**src/rtl/mem_wb_stage.sv**
```systemverilog
// rtl/mem_wb_stage.sv - MEM/WB pipeline boundary with load formatting, 2-entry skid buffer and forwarding tap
module mem_wb_stage #(
    parameter int DW = 32,
    parameter int RW = 5
) (
    input  logic          clk,
    input  logic          reset,
    input  logic          in_valid,
    output logic          in_ready,
    input  logic [DW-1:0] in_alu_result,
    input  logic [DW-1:0] in_mem_rdata,
    input  logic          in_mem_to_reg,
    input  logic          in_reg_write,
    input  logic [RW-1:0] in_write_reg,
    input  logic [1:0]    in_ld_size,
    input  logic          in_ld_unsigned,
    input  logic          flush,
    output logic          out_valid,
    input  logic          out_ready,
    output logic [DW-1:0] out_alu_result,
    output logic [DW-1:0] out_mem_data,
    output logic          out_mem_to_reg,
    output logic          out_reg_write,
    output logic [RW-1:0] out_write_reg,
    output logic          fwd_valid,
    output logic [RW-1:0] fwd_reg,
    output logic [DW-1:0] fwd_data
);

    typedef struct packed {
        logic [DW-1:0] alu;
        logic [DW-1:0] mem;
        logic          m2r;
        logic          rw;
        logic [RW-1:0] rd;
    } entry_t;

    entry_t     head_q, head_d, skid_q, skid_d, new_e;
    logic [1:0] count_q, count_d;
    logic [7:0]    byte_sel;
    logic [15:0]   half_sel;
    logic [DW-1:0] ld_fmt;
    logic          accept, consume;

    // Little-endian lane extraction; half ignores offset[0]
    always_comb begin
        byte_sel = in_mem_rdata[{in_alu_result[1:0], 3'b000} +: 8];
        half_sel = in_alu_result[1] ? in_mem_rdata[31:16] : in_mem_rdata[15:0];
        case (in_ld_size)
            2'b00:   ld_fmt = {{(DW-8){byte_sel[7] & ~in_ld_unsigned}}, byte_sel};
            2'b01:   ld_fmt = {{(DW-16){half_sel[15] & ~in_ld_unsigned}}, half_sel};
            default: ld_fmt = in_mem_rdata;
        endcase
        new_e.alu = in_alu_result;
        new_e.mem = ld_fmt;
        new_e.m2r = in_mem_to_reg;
        new_e.rw  = in_reg_write & (in_write_reg != '0);
        new_e.rd  = in_write_reg;
    end

    assign in_ready  = (count_q != 2'd2);
    assign out_valid = (count_q != 2'd0);
    assign accept    = in_valid & in_ready;
    assign consume   = out_valid & out_ready;

    always_comb begin
        count_d = count_q;
        head_d  = head_q;
        skid_d  = skid_q;
        if (flush) begin
            count_d = 2'd0;
        end else begin
            case (count_q)
                2'd0: if (accept) begin
                    head_d  = new_e;
                    count_d = 2'd1;
                end
                2'd1: begin
                    if (accept && consume) begin
                        head_d = new_e;
                    end else if (accept) begin
                        skid_d  = new_e;
                        count_d = 2'd2;
                    end else if (consume) begin
                        count_d = 2'd0;
                    end
                end
                default: if (consume) begin
                    head_d  = skid_q;
                    count_d = 2'd1;
                end
            endcase
        end
    end

    always_ff @(posedge clk or posedge reset) begin
        if (reset) begin
            count_q <= 2'd0;
            head_q  <= '0;
            skid_q  <= '0;
        end else begin
            count_q <= count_d;
            head_q  <= head_d;
            skid_q  <= skid_d;
        end
    end

    assign out_alu_result = head_q.alu;
    assign out_mem_data   = head_q.mem;
    assign out_mem_to_reg = head_q.m2r;
    assign out_reg_write  = head_q.rw & out_valid;
    assign out_write_reg  = head_q.rd;
    assign fwd_valid      = out_reg_write;
    assign fwd_reg        = head_q.rd;
    assign fwd_data       = head_q.m2r ? head_q.mem : head_q.alu;

endmodule

```
**config.mk**
```make
export PLATFORM = sky130hd
export DESIGN_NAME = mem_wb_stage
export DESIGN_NICKNAME = d
export VERILOG_FILES = /design/src/rtl/mem_wb_stage.sv
export SDC_FILE = /design/constraint.sdc
export NUM_CORES = 1
export LEC_CHECK = 0
export CAP_MARGIN = 10
export CORE_ASPECT_RATIO = 2
export CORE_MARGIN = 2
export CORE_UTILIZATION = 53
export DETAILED_ROUTE_END_ITERATION = 16
export PLACE_DENSITY = 0.86
export SLEW_MARGIN = 20
export SYNTH_ARGS = -nofsm -noshare
export SYNTH_HDL_FRONTEND = slang
export SYNTH_SLANG_ARGS = --single-unit
```
**constraint.sdc**
```tcl
create_clock -name clk -period 12.9 [get_ports clk]
set_clock_uncertainty 0.15 [all_clocks]
set_input_delay 1.29 -clock clk [delete_from_list [all_inputs] [get_ports clk]]
set_output_delay 1.29 -clock clk [all_outputs]
set_load 0.01 [all_outputs]
```
Word level (Yosys, flattened, before mapping)
Cells that the tools add are included.

Bits in registers: 144. Input bits: 79. Logic and storage cells: 53.

Equality and inequality tests: 8. Shift-type cells: 1. Mux-type cells: 14. Bitwise gates (word level): 9. Reductions and logical operators: 10.

Operator list (count): $mux W71 (3); $pmux W71 S2 (1); $pmux W32 S2 (1); $mux W32 (1); $shiftx A32 B6 Y8 (1); $mux W16 (1); $mux W2 (6); $reduce_and A4 Y1 (3); $and A1 B1 Y1 (6); $ne A2 B2 Y1 const B (3); $ne A3 B3 Y1 const B (2); $reduce_bool A5 Y1 (1); $eq A2 B1 Y1 const B (2); $logic_not A2 Y1 (2); $ne A4 B4 Y1 const B (1); $pmux W2 S2 (1); $reduce_bool A4 Y1 (1); $not A1 Y1 (3); $reduce_bool A3 Y1 (1); $reduce_bool A2 Y1 (1); $logic_and A1 B1 Y1 (1).

Longest topological paths before layout
Gate-level depths: netlist (run 1).

Word-level depth: 7. Mapped depth: 9.

Worst setup path before layout (run 1)
No wires, ideal clock.

Path kind: input to register. From: input port in_alu_result[1]. To: register head_q, in the netlist out_mem_data[16]. Setup time: 128 ps. Arrival time: 2693 ps. Required time: 12622 ps. Setup slack: 9929 ps. Cell stages on the path: 6. Path buffers: 2. Path through: buf_2 -> mux2_2 -> mux2_2 -> a211oi_4 -> buf_6 -> a22oi_1.

Longest elaborated chain between the ends: 5.

RTL lines: start, declared (RTL line 10) `input logic [DW-1:0] in_alu_result,`; $shiftx A32 B6 Y8 / $mux W16 (equally long branches) (RTL line 47, 48); $and A1 B1 Y1, on equally long branches (RTL line 50, 51); $pmux W32 S2 * (RTL line 49) `case (in_ld_size)`; $mux W71, on equally long branches (RTL line 79, 74); $pmux W71 S2 * (RTL line 73) `case (count_q)`; end signal, assigned (RTL line 99) `head_q <= '0;`; end signal, assigned (RTL line 103) `head_q <= head_d;`; end, declared (RTL line 38) `entry_t head_q, head_d, skid_q, skid_d, new_e;`.

Mark *: on every way between the ends. The rest lies on a longest branch, timed or not. The select of a mux whose other input is x is not followed. A chain may end at the register's enable or synchronous reset.

Worst setup path in the final report (run 1)
From: register count_q[1]. To: output port fwd_valid.

Longest elaborated chain between the ends: 2.

RTL lines: start, declared (RTL line 39) `logic [1:0] count_q, count_d;`; start signal, assigned (RTL line 102) `count_q <= count_d;`; $reduce_bool A2 Y1 (RTL line 62) `assign out_valid = (count_q != 2'd0);`; $and A1 B1 Y1 (RTL line 111) `assign out_reg_write = head_q.rw & out_valid;`; end, declared (RTL line 25) `output logic fwd_valid,`.

No other way between the ends.

==> impl_metrics.py, run 1 <==
metrics = {
    "outcome": {
        "status": "finished, final reports clean",
    },
    "floorplanning": {
        "die_w_um": 87.9,
        "fp.coreArea_um2": 13800,
        "start_util_pct": 54.0,
        "io_pins": 190,
        "rows": 61,
        "die_h_um": 172,
        "dieArea_um2": 15100,
    },
    "synth": {
        "ys_types": 39,
        "syn_nets": 892,
        "synth_seq_cells": 144,
        "syn_avg_cell_area_um2": 9.18,
        "yosysWarnings": 0,
        "syn_area_um2": 7460,
        "synth_top_flop_cell": "dfrtp_1",
        "synth_top_area_share_pct": 48.3,
        "synth_cells": 813,
        "synth_largest_area_cell": "dfrtp_1",
        "yosysSeqAreaShare_pct": 48.3,
        "synthTopCellsByArea": "dfrtp_1, nand2_1, buf_4, mux2i_1, mux2_2",
        "async_flop_share_pct": 100,
        "synth-edff-count": 0,
    },
    "grt": {
        "antenna_found_initial": 1,
        "track_usage_pct": 25.7,
        "overflow": 0,
        "grt_max_degree": 110,
        "grt_pass1_wl_um": 29800,
        "first_global_vias": 5892,
    },
    "setup_path": {
        "crit_path_end_kind": "output port",
        "worst-setup-path-type": "flop to output port",
        "cp_data_arrival_time_ns": 2.61,
        "r2r_slack_ns": 9.43,
        "crit_start": "count_q[1]$_DFFE_PP0P_",
        "r2r_end": "out_mem_data[21]$_DFFE_PP0P_",
        "start_kind": "flop",
        "slowest_stage": "dfrtp_4",
        "crit_chain": "or2_1 -> and2_1 -> clkdlybuf4s50_1",
        "crit_required_ns": 11.46,
        "worstSetupEndpoint": "fwd_valid",
        "worst_path_largest_cell_delay_ns": 1.12,
        "crit_buf_inv": 1,
        "r2r_start": "count_q[1]$_DFFE_PP0P_",
        "cp_top_family": "flip-flops",
        "ff2ff_path_depth": 4,
        "crit_cells": 3,
        "critPathMaxFanout": 72,
    },
    "sta": {
        "setup_viol": 0,
        "rsz0062_at_grt": "false",
        "hold_viol_final": 0,
        "worst_slack_ns": 8.85,
        "setup_tns_ns": 0,
        "slew_headroom_pct": 28.0,
        "max_freq_mhz": 247,
        "final_max_slew_viol_count": 0,
        "finalCritPeriodShare_pct": 31.4,
        "worst_pin_slew_ns": 1.08,
        "fin_crit_ns": 4.05,
    },
    "placement": {
        "dp.final_hpwl_um": 12600,
        "place.gp.congestion": 0.870,
        "placed_cells": 1067,
        "port_buffers": 189,
        "post-place-ws_ns": 8.73,
    },
    "detailed_routing": {
        "drtIter0Drc": 404,
        "dr.pass1.iters": 5,
        "routedWlPerCell_um": 17.2,
        "wl_um": 18900,
        "vias": 6035,
        "vias_per_cell": 5.48,
        "ant_nets": 0,
        "drc": 0,
    },
    "power": {
        "p_leak_nw": 4.10,
        "intPower_mw": 1.11,
        "ir_drop_v": 0.000101,
        "netSwitchingPower_mw": 0.447,
        "p_clk_share_pct": 33.6,
        "powerDensity_nw_per_um2": 163,
        "combPwrFrac_pct": 25.5,
        "switching_share_pct": 28.7,
        "seqPwrFrac_pct": 40.8,
    },
    "cts": {
        "path_clk_slew_ns": 0.06,
        "cts_resized": 0,
        "postCtsSetupBuffers": 0,
        "htreeDepth": 4,
        "clockRootBuffer": "clkbuf_16",
        "clock_latency_ns": 0.41,
        "cts_inserted_buffers": 17,
        "cts_tree": "done",
        "cts_sinks": 144,
        "hold_buffers": 0,
        "clockBufferDepth": 2,
    },
    "job": {
        "drv_cap": 0,
    },
    "layout": {
        "largest_reg_flops": 71,
        "nets": 977,
        "top_register": "skid_q",
        "drive_above_1_share_pct": 8.89,
        "nFillCells": 1042,
        "ff_latch_area_um2": 3610,
        "multiInputGateArea_um2": 3070,
        "area_growth_syn_to_layout_pct": 27.7,
        "stdcell_count": 1101,
    },
    "min_path": {
        "hp-class": "flop to flop",
    },
}
worst min-delay path by stage:
stage	cells after the start	startpoint	to
after floorplan	2	skid_q[22]$_DFFE_PP0P_	skid_q[22]$_DFFE_PP0P_
after global placement	2	skid_q[63]$_DFFE_PP0P_	skid_q[63]$_DFFE_PP0P_
after detailed placement	2	skid_q[59]$_DFFE_PP0P_	skid_q[59]$_DFFE_PP0P_
after CTS	2	skid_q[59]$_DFFE_PP0P_	skid_q[59]$_DFFE_PP0P_
after global routing	2	skid_q[44]$_DFFE_PP0P_	skid_q[44]$_DFFE_PP0P_
final	2	skid_q[6]$_DFFE_PP0P_	skid_q[6]$_DFFE_PP0P_
cells in the mapped netlist, drive strengths merged, types with 2 or more instances:
library cell and number:
o21ai 64, nor3b 2, dfrtp 144, buf 87, nand3 8, nor2b 16, a22oi 16, or4 2
nand2 213, and2 2, o211ai 9, inv 5, clkbuf 42, mux2 35, o31ai 15, nand2b 2
a21oi 31, a211oi 5, nor3 9, mux2i 46, nor2 41, a221oi 8
worst register-to-register path, delay by kind of cell, from the launching register on:
kind | cells | cell delay, ns
and+or+nand+nor | 1 | 0.30
AOI/OAI and AO/OA | 3 | 1.73
DFF | 1 | 1.12
cells in the final DEF, fill, tap and decap left out, types with 8 or more instances in the layout:
master,netlist,layout
dfrtp_1,144,142
o21ai_0,64,64
mux2_2,35,35
clkdlybuf4s50_1,0,189
o31ai_1,15,15
clkbuf_16,0,17
a21oi_1,30,30
nand3_1,8,8
nor2b_1,16,16
mux2i_1,46,46
nor3_1,9,9
o211ai_1,9,9
a22oi_1,16,16
nand2_1,213,213
nor2_1,41,41
a221oi_1,8,8
cell type report:
type | instances | area share, %
antenna | 1 | 0.0263
clock buffer | 20 | 4.69
clock inverter | 12 | 1.93
inverter | 5 | 0.249
multi-input combinational | 535 | 32.2
sequential | 144 | 37.9
tap | 189 | 2.48
timing repair buffer | 195 | 20.5
through the flow:
step,hold slack [ns],util (%),cell area (um^2),power [mW]
floorplan,0.290,-,7460,0.877
global placement,0.307,64.2,8870,1.03
detailed placement,0.312,64.2,8870,1.04
CTS,0.327,68.8,9500,1.57
global route,0.350,69.0,9530,1.64
finish,0.324,69.0,9530,1.56
logic make-up after synthesis:
kind of cell,after synthesis,synth area share [%]
simple gates,298,16.4
compound gates,155,12.9
flops,144,48.3
buf+inv,134,10.9
mux,81,11.4
xor+xnor,1,0.117
power groups by stage:
stage	registers (mW)	clock network, mW	logic, mW
6_report	0.637	0.524	0.398
3_5_place_dp	0.643	0	0.398
5_1_grt	0.650	0.551	0.435
4_1_cts	0.637	0.529	0.401
3_3_place_gp	0.639	0	0.387
2_1_floorplan	0.608	0	0.269
metal layers:
metal | part of all wire, % | track usage (%) | wire length (um) | vias up
met5 | 0 | 0 | 0 | -
met4 | 4.0 | 11.8 | 758 | 0
met3 | 5.7 | 4.41 | 1080 | 40
met2 | 52 | 43.7 | 9860 | 254
met1 | 38 | 31.2 | 7230 | 2895
li1 | - | - | - | 2846
Power figures use the tool's default switching activity.
==> inputs of run 2 (changes only) <==
--- a/config.mk
+++ b/config.mk
@@ -8,9 +8,9 @@
 export CAP_MARGIN = 10
 export CORE_ASPECT_RATIO = 2
 export CORE_MARGIN = 2
-export CORE_UTILIZATION = 53
+export CORE_UTILIZATION = 50
 export DETAILED_ROUTE_END_ITERATION = 16
-export PLACE_DENSITY = 0.86
+export PLACE_DENSITY = 0.81
 export SLEW_MARGIN = 20
 export SYNTH_ARGS = -nofsm -noshare
 export SYNTH_HDL_FRONTEND = slang
==> constraint.sdc (replaced) <==
create_clock -name clk -period 4 [get_ports clk]
set_clock_uncertainty 0.15 [all_clocks]
set_input_delay 0.4 -clock clk [delete_from_list [all_inputs] [get_ports clk]]
set_output_delay 0.4 -clock clk [all_outputs]
set_load 0.01 [all_outputs]
==> run 2 against run 1 <==
Compared with the run above:
- utilization is 4.2 points lower
- sequential cell count stayed put
- global-route usage is 0.66 points lower
- combinational power grew to 3.2 times the previous value
- first-iteration DRC count is 2.7% lower
- register-to-register slack worse by 8.1 ns
- die area is 5.8% higher
- sequential share of layout area is 0.094 points lower
- non-clock buffer count is 6 higher
- routed wire length is 3.2% higher
==> impl_metrics.py, run 2 (synthesis gave the netlist of run 1 again) <==
metrics = {
    "cts": {
        "hold_buffers": 0,
        "cts_sinks": 144,
        "htreeDepth": 4,
        "postCtsSetupBuffers": 0,
        "cts_resized": 0,
        "path_clk_slew_ns": 0.06,
        "clockBufferDepth": 2,
        "cts_tree": "done",
        "clockRootBuffer": "clkbuf_16",
        "clock_latency_ns": 0.42,
        "cts_inserted_buffers": 17,
    },
    "floorplanning": {
        "die_h_um": 177,
        "fp.coreArea_um2": 14700,
        "rows": 63,
        "start_util_pct": 50.6,
        "die_w_um": 90.4,
        "io_pins": 190,
        "dieArea_um2": 16000,
    },
    "setup_path": {
        "r2r_slack_ns": 1.34,
        "crit_required_ns": 3.45,
        "critPathMaxFanout": 36,
        "worst-setup-path-type": "flop to output port",
        "start_kind": "flop",
        "cp_data_arrival_time_ns": 2.31,
        "crit_path_end_kind": "output port",
    },
    "layout": {
        "nFillCells": 1219,
        "drive_above_1_share_pct": 9.71,
        "final_area_um2": 9560,
        "nets": 983,
        "final_common_cell": "nand2_1",
        "area_growth_syn_to_layout_pct": 28.0,
        "largest_reg_flops": 71,
        "n_antenna_cell": 0,
        "top_register": "skid_q",
        "post-route-util_pct": 64.8,
        "stdcell_count": 1112,
        "layout_common_cells": "nand2_1, clkdlybuf4s50_1, dfrtp_1, o21ai_0, mux2i_1",
    },
    "outcome": {
        "status": "finished, final reports clean",
    },
    "grt": {
        "overflow": 0,
        "first_global_vias": 6053,
        "grt_pass1_wl_um": 31400,
        "antenna_found_initial": 0,
        "track_usage_pct": 25.0,
        "grt_max_degree": 73,
    },
    "power": {
        "powerDensity_nw_per_um2": 518,
        "ir_drop_v": 0.000376,
        "p_leak_nw": 4.13,
        "total_power_mw": 4.95,
    },
    "placement": {
        "placed_cells": 1080,
        "port_buffers": 189,
        "place_area_um2": 8950,
        "dp.final_hpwl_um": 13600,
        "post-place-ws_ns": 0.726,
        "place.gp.congestion": 0.863,
    },
    "sta": {
        "setup_viol": 0,
        "worst_slack_ns": 1.14,
        "finalCritPeriodShare_pct": 71.5,
        "whs_ns": 0.326,
        "worst_pin_slew_ns": 0.874,
        "setup_tns_ns": 0,
        "hold_viol_final": 0,
        "slew_headroom_pct": 41.7,
        "final_max_slew_viol_count": 0,
        "max_freq_mhz": 350,
        "rsz0062_at_grt": "false",
        "fin_crit_ns": 2.86,
    },
    "detailed_routing": {
        "drtIter0Drc": 393,
        "ant_nets": 0,
        "vias": 6053,
        "wl_um": 19500,
        "dr.pass1.iters": 7,
        "vias_per_cell": 5.44,
        "drc": 0,
        "routedWlPerCell_um": 17.6,
    },
    "min_path": {
        "hp-class": "flop to flop",
    },
    "job": {
        "drv_cap": 0,
    },
}
[run 2: changes by cell type in the layout (fill, tap and decap cells not counted), sizes merged]
cell      change
inv           +6
clkinvlp      -2
buf           +6
clkinv        +1
diode         -1
clkbuf        -3
bufinv        -2
[run 2: layout make-up]
type	count	area [um^2]	area share (%)
repair buffers	201	2010	21.0
inverters	5	22.5	0.236
clock inverters	15	175	1.83
multi-input cells	535	3070	32.2
flip-flops and latches	144	3610	37.8
clock buffers	17	425	4.45
well taps	195	244	2.55
[run 2: power breakdown]
part           switching, mW  internal [mW]  leakage [nW]
clock network          0.664          0.941         0.291
logic                  0.557          0.734          2.06
registers              0.262           1.79          1.78
[run 2: final timing paths]
kind | from | to | cells past startpoint
max in group asynchronous | reset | out_mem_data[10]$_DFFE_PP0P_ | 3
min in group asynchronous | reset | skid_q[62]$_DFFE_PP0P_ | 2
worst max register to register | count_q[1]$_DFFE_PP0P_ | out_mem_data[31]$_DFFE_PP0P_ | 4
worst max-delay path | count_q[1]$_DFFE_PP0P_ | out_reg_write | 3
worst min register to register | skid_q[70]$_DFFE_PP0P_ | skid_q[70]$_DFFE_PP0P_ | 2
worst min-delay path | skid_q[70]$_DFFE_PP0P_ | skid_q[70]$_DFFE_PP0P_ | 2
[run 2: layer usage]
metal | vias to the layer above | wire (um) | track usage (%)
li1 | 2847 | - | -
met1 | 2941 | 7500 | 29.3
met2 | 226 | 10300 | 43.9
met3 | 39 | 989 | 4.90
met4 | 0 | 737 | 12.1
met5 | - | 0 | 0
[run 2: critical path, cell delays in order, from the launching register on]
cell	delay [ns]
dfrtp_4	0.83
or2_1	0.32
and2_1	0.20
clkdlybuf4s50_1	0.55
==> inputs of run 3 (changes only) <==
==> constraint.sdc (replaced) <==
create_clock -name clk -period 2.7 [get_ports clk]
set_clock_uncertainty 0.15 [all_clocks]
set_input_delay 0.27 -clock clk [delete_from_list [all_inputs] [get_ports clk]]
set_output_delay 0.27 -clock clk [all_outputs]
set_load 0.01 [all_outputs]
==> run 3 against run 2 <==
Compared with the run above:
- utilization increased by 1.2 points
- critical endpoint unchanged
- via count increased by 3.0%
- combinational power is 55% higher
- clock-buffer cell count grew 3
- sequential share of layout area shrank 0.68 points
==> impl_metrics.py, run 3 (synthesis gave the netlist of run 1 again) <==
metrics = {
    "layout": {
        "post-route-util_pct": 66.0,
        "nFillCells": 1212,
        "n_antenna_cell": 0,
        "nets": 998,
        "largest_reg_flops": 71,
        "layout_common_cells": "nand2_1, clkdlybuf4s50_1, dfrtp_1, o21ai_0, mux2i_1",
        "top_register": "skid_q",
        "ff_latch_area_um2": 3610,
        "final_common_cell": "nand2_1",
        "multiInputGateArea_um2": 3070,
        "area_growth_syn_to_layout_pct": 30.4,
        "drive_above_1_share_pct": 11.1,
    },
    "detailed_routing": {
        "ant_nets": 0,
        "dr.pass1.iters": 5,
        "wl_um": 20500,
        "drc": 0,
        "drtIter0Drc": 583,
        "routedWlPerCell_um": 18.2,
        "vias": 6234,
        "vias_per_cell": 5.53,
    },
    "cts": {
        "cts_tree": "done",
        "hold_buffers": 0,
        "postCtsSetupBuffers": 0,
        "cts_sinks": 144,
        "htreeDepth": 4,
        "clockBufferDepth": 2,
        "path_clk_slew_ns": 0.06,
        "cts_resized": 0,
        "clockRootBuffer": "clkbuf_16",
        "cts_inserted_buffers": 17,
        "clock_latency_ns": 0.42,
    },
    "setup_path": {
        "ff2ff_path_depth": 5,
        "critPathMaxFanout": 15,
        "r2r_slack_ns": 0.33,
        "cp_data_arrival_time_ns": 2.02,
        "crit_path_end_kind": "output port",
        "crit_required_ns": 2.28,
        "start_kind": "flop",
        "worst-setup-path-type": "flop to output port",
    },
    "floorplanning": {
        "start_util_pct": 50.6,
        "die_w_um": 90.4,
        "rows": 63,
        "die_h_um": 177,
        "dieArea_um2": 16000,
        "io_pins": 190,
        "fp.coreArea_um2": 14700,
    },
    "min_path": {
        "hp-class": "primary input to asynchronous set/reset pin",
    },
    "grt": {
        "grt_pass1_wl_um": 32000,
        "top_usage_layer": "met2",
        "overflow": 0,
        "grt_use_met2_pct": 46.0,
        "track_usage_pct": 25.8,
        "grt.met3_usage_pct": 4.64,
        "grt_max_degree": 60,
        "antenna_found_initial": 0,
        "use_met1_pct": 29.4,
        "first_global_vias": 6240,
    },
    "sta": {
        "fin_crit_ns": 2.44,
        "worst_pin_slew_ns": 0.742,
        "finalCritPeriodShare_pct": 90.3,
        "max_freq_mhz": 410,
        "hold_viol_final": 0,
        "slew_headroom_pct": 50.4,
        "final_max_slew_viol_count": 0,
        "setup_viol": 0,
        "setup_tns_ns": 0,
        "rsz0062_at_grt": "false",
    },
    "power": {
        "powerDensity_nw_per_um2": 774,
        "p_leak_nw": 4.23,
        "ir_drop_v": 0.000511,
    },
    "outcome": {
        "status": "finished, final reports clean",
    },
    "job": {
        "drv_cap": 0,
    },
    "placement": {
        "place.gp.congestion": 0.924,
        "dp.final_hpwl_um": 14400,
        "port_buffers": 189,
    },
}
[run 3: layer usage]
metal / share of wire [%] / up-vias
met5: 0 / -
met4: 3.9 / 0
met3: 5.5 / 51
met2: 53 / 252
met1: 38 / 3050
li1: - / 2881
[run 3: worst max-delay path: stages, from the launching register on]
cell and delay (ns):
dfrtp_4 0.59, or2_1 0.34, and2_1 0.20, clkdlybuf4s50_1 0.47
[run 3: final cells by class]
class | instances | area share (%)
multi-input combinational | 535 | 31.6
clock buffer | 20 | 4.69
tap | 195 | 2.51
sequential | 144 | 37.1
timing repair buffer | 216 | 22.0
clock inverter | 12 | 1.86
inverter | 5 | 0.231
[run 3: path summary, 6_finish.rpt]
| check | from | endpoint |
|---|---|---|
| max reg2reg | count_q[1]$_DFFE_PP0P_ | out_mem_data[21]$_DFFE_PP0P_ |
| max | count_q[1]$_DFFE_PP0P_ | out_reg_write |
| min reg2reg | skid_q[44]$_DFFE_PP0P_ | skid_q[44]$_DFFE_PP0P_ |
| min | reset | skid_q[64]$_DFFE_PP0P_ |
| max in group asynchronous | reset | out_alu_result[9]$_DFFE_PP0P_ |
| min in group clk | in_alu_result[8] | skid_q[47]$_DFFE_PP0P_ |
[run 3: where the power goes]
group | internal [mW] | switching [mW] | leakage, nW | total, mW
combinational | 1.11 | 0.889 | 2.14 | 2.00
sequential | 2.65 | 0.346 | 1.78 | 3.00
clock | 1.60 | 0.933 | 0.311 | 2.54
[run 3: through the flow]
step / instance area (um^2) / hold WS (ns) / total power [mW] / std cells / worst slack (ns)
3_5_place_dp: 9090 / 0.312 / 5.03 / 1095 / 0.145
4_1_cts: 9730 / 0.155 / 7.58 / 1127 / 0.242
6_report: 9730 / 0.142 / 7.54 / 1127 / 0.261
5_1_grt: 9730 / 0.184 / 7.88 / 1127 / 0.204
2_1_floorplan: 7470 / 0.187 / 4.19 / 813 / 0.475
3_3_place_gp: 9090 / 0.304 / 4.95 / 1095 / 0.193
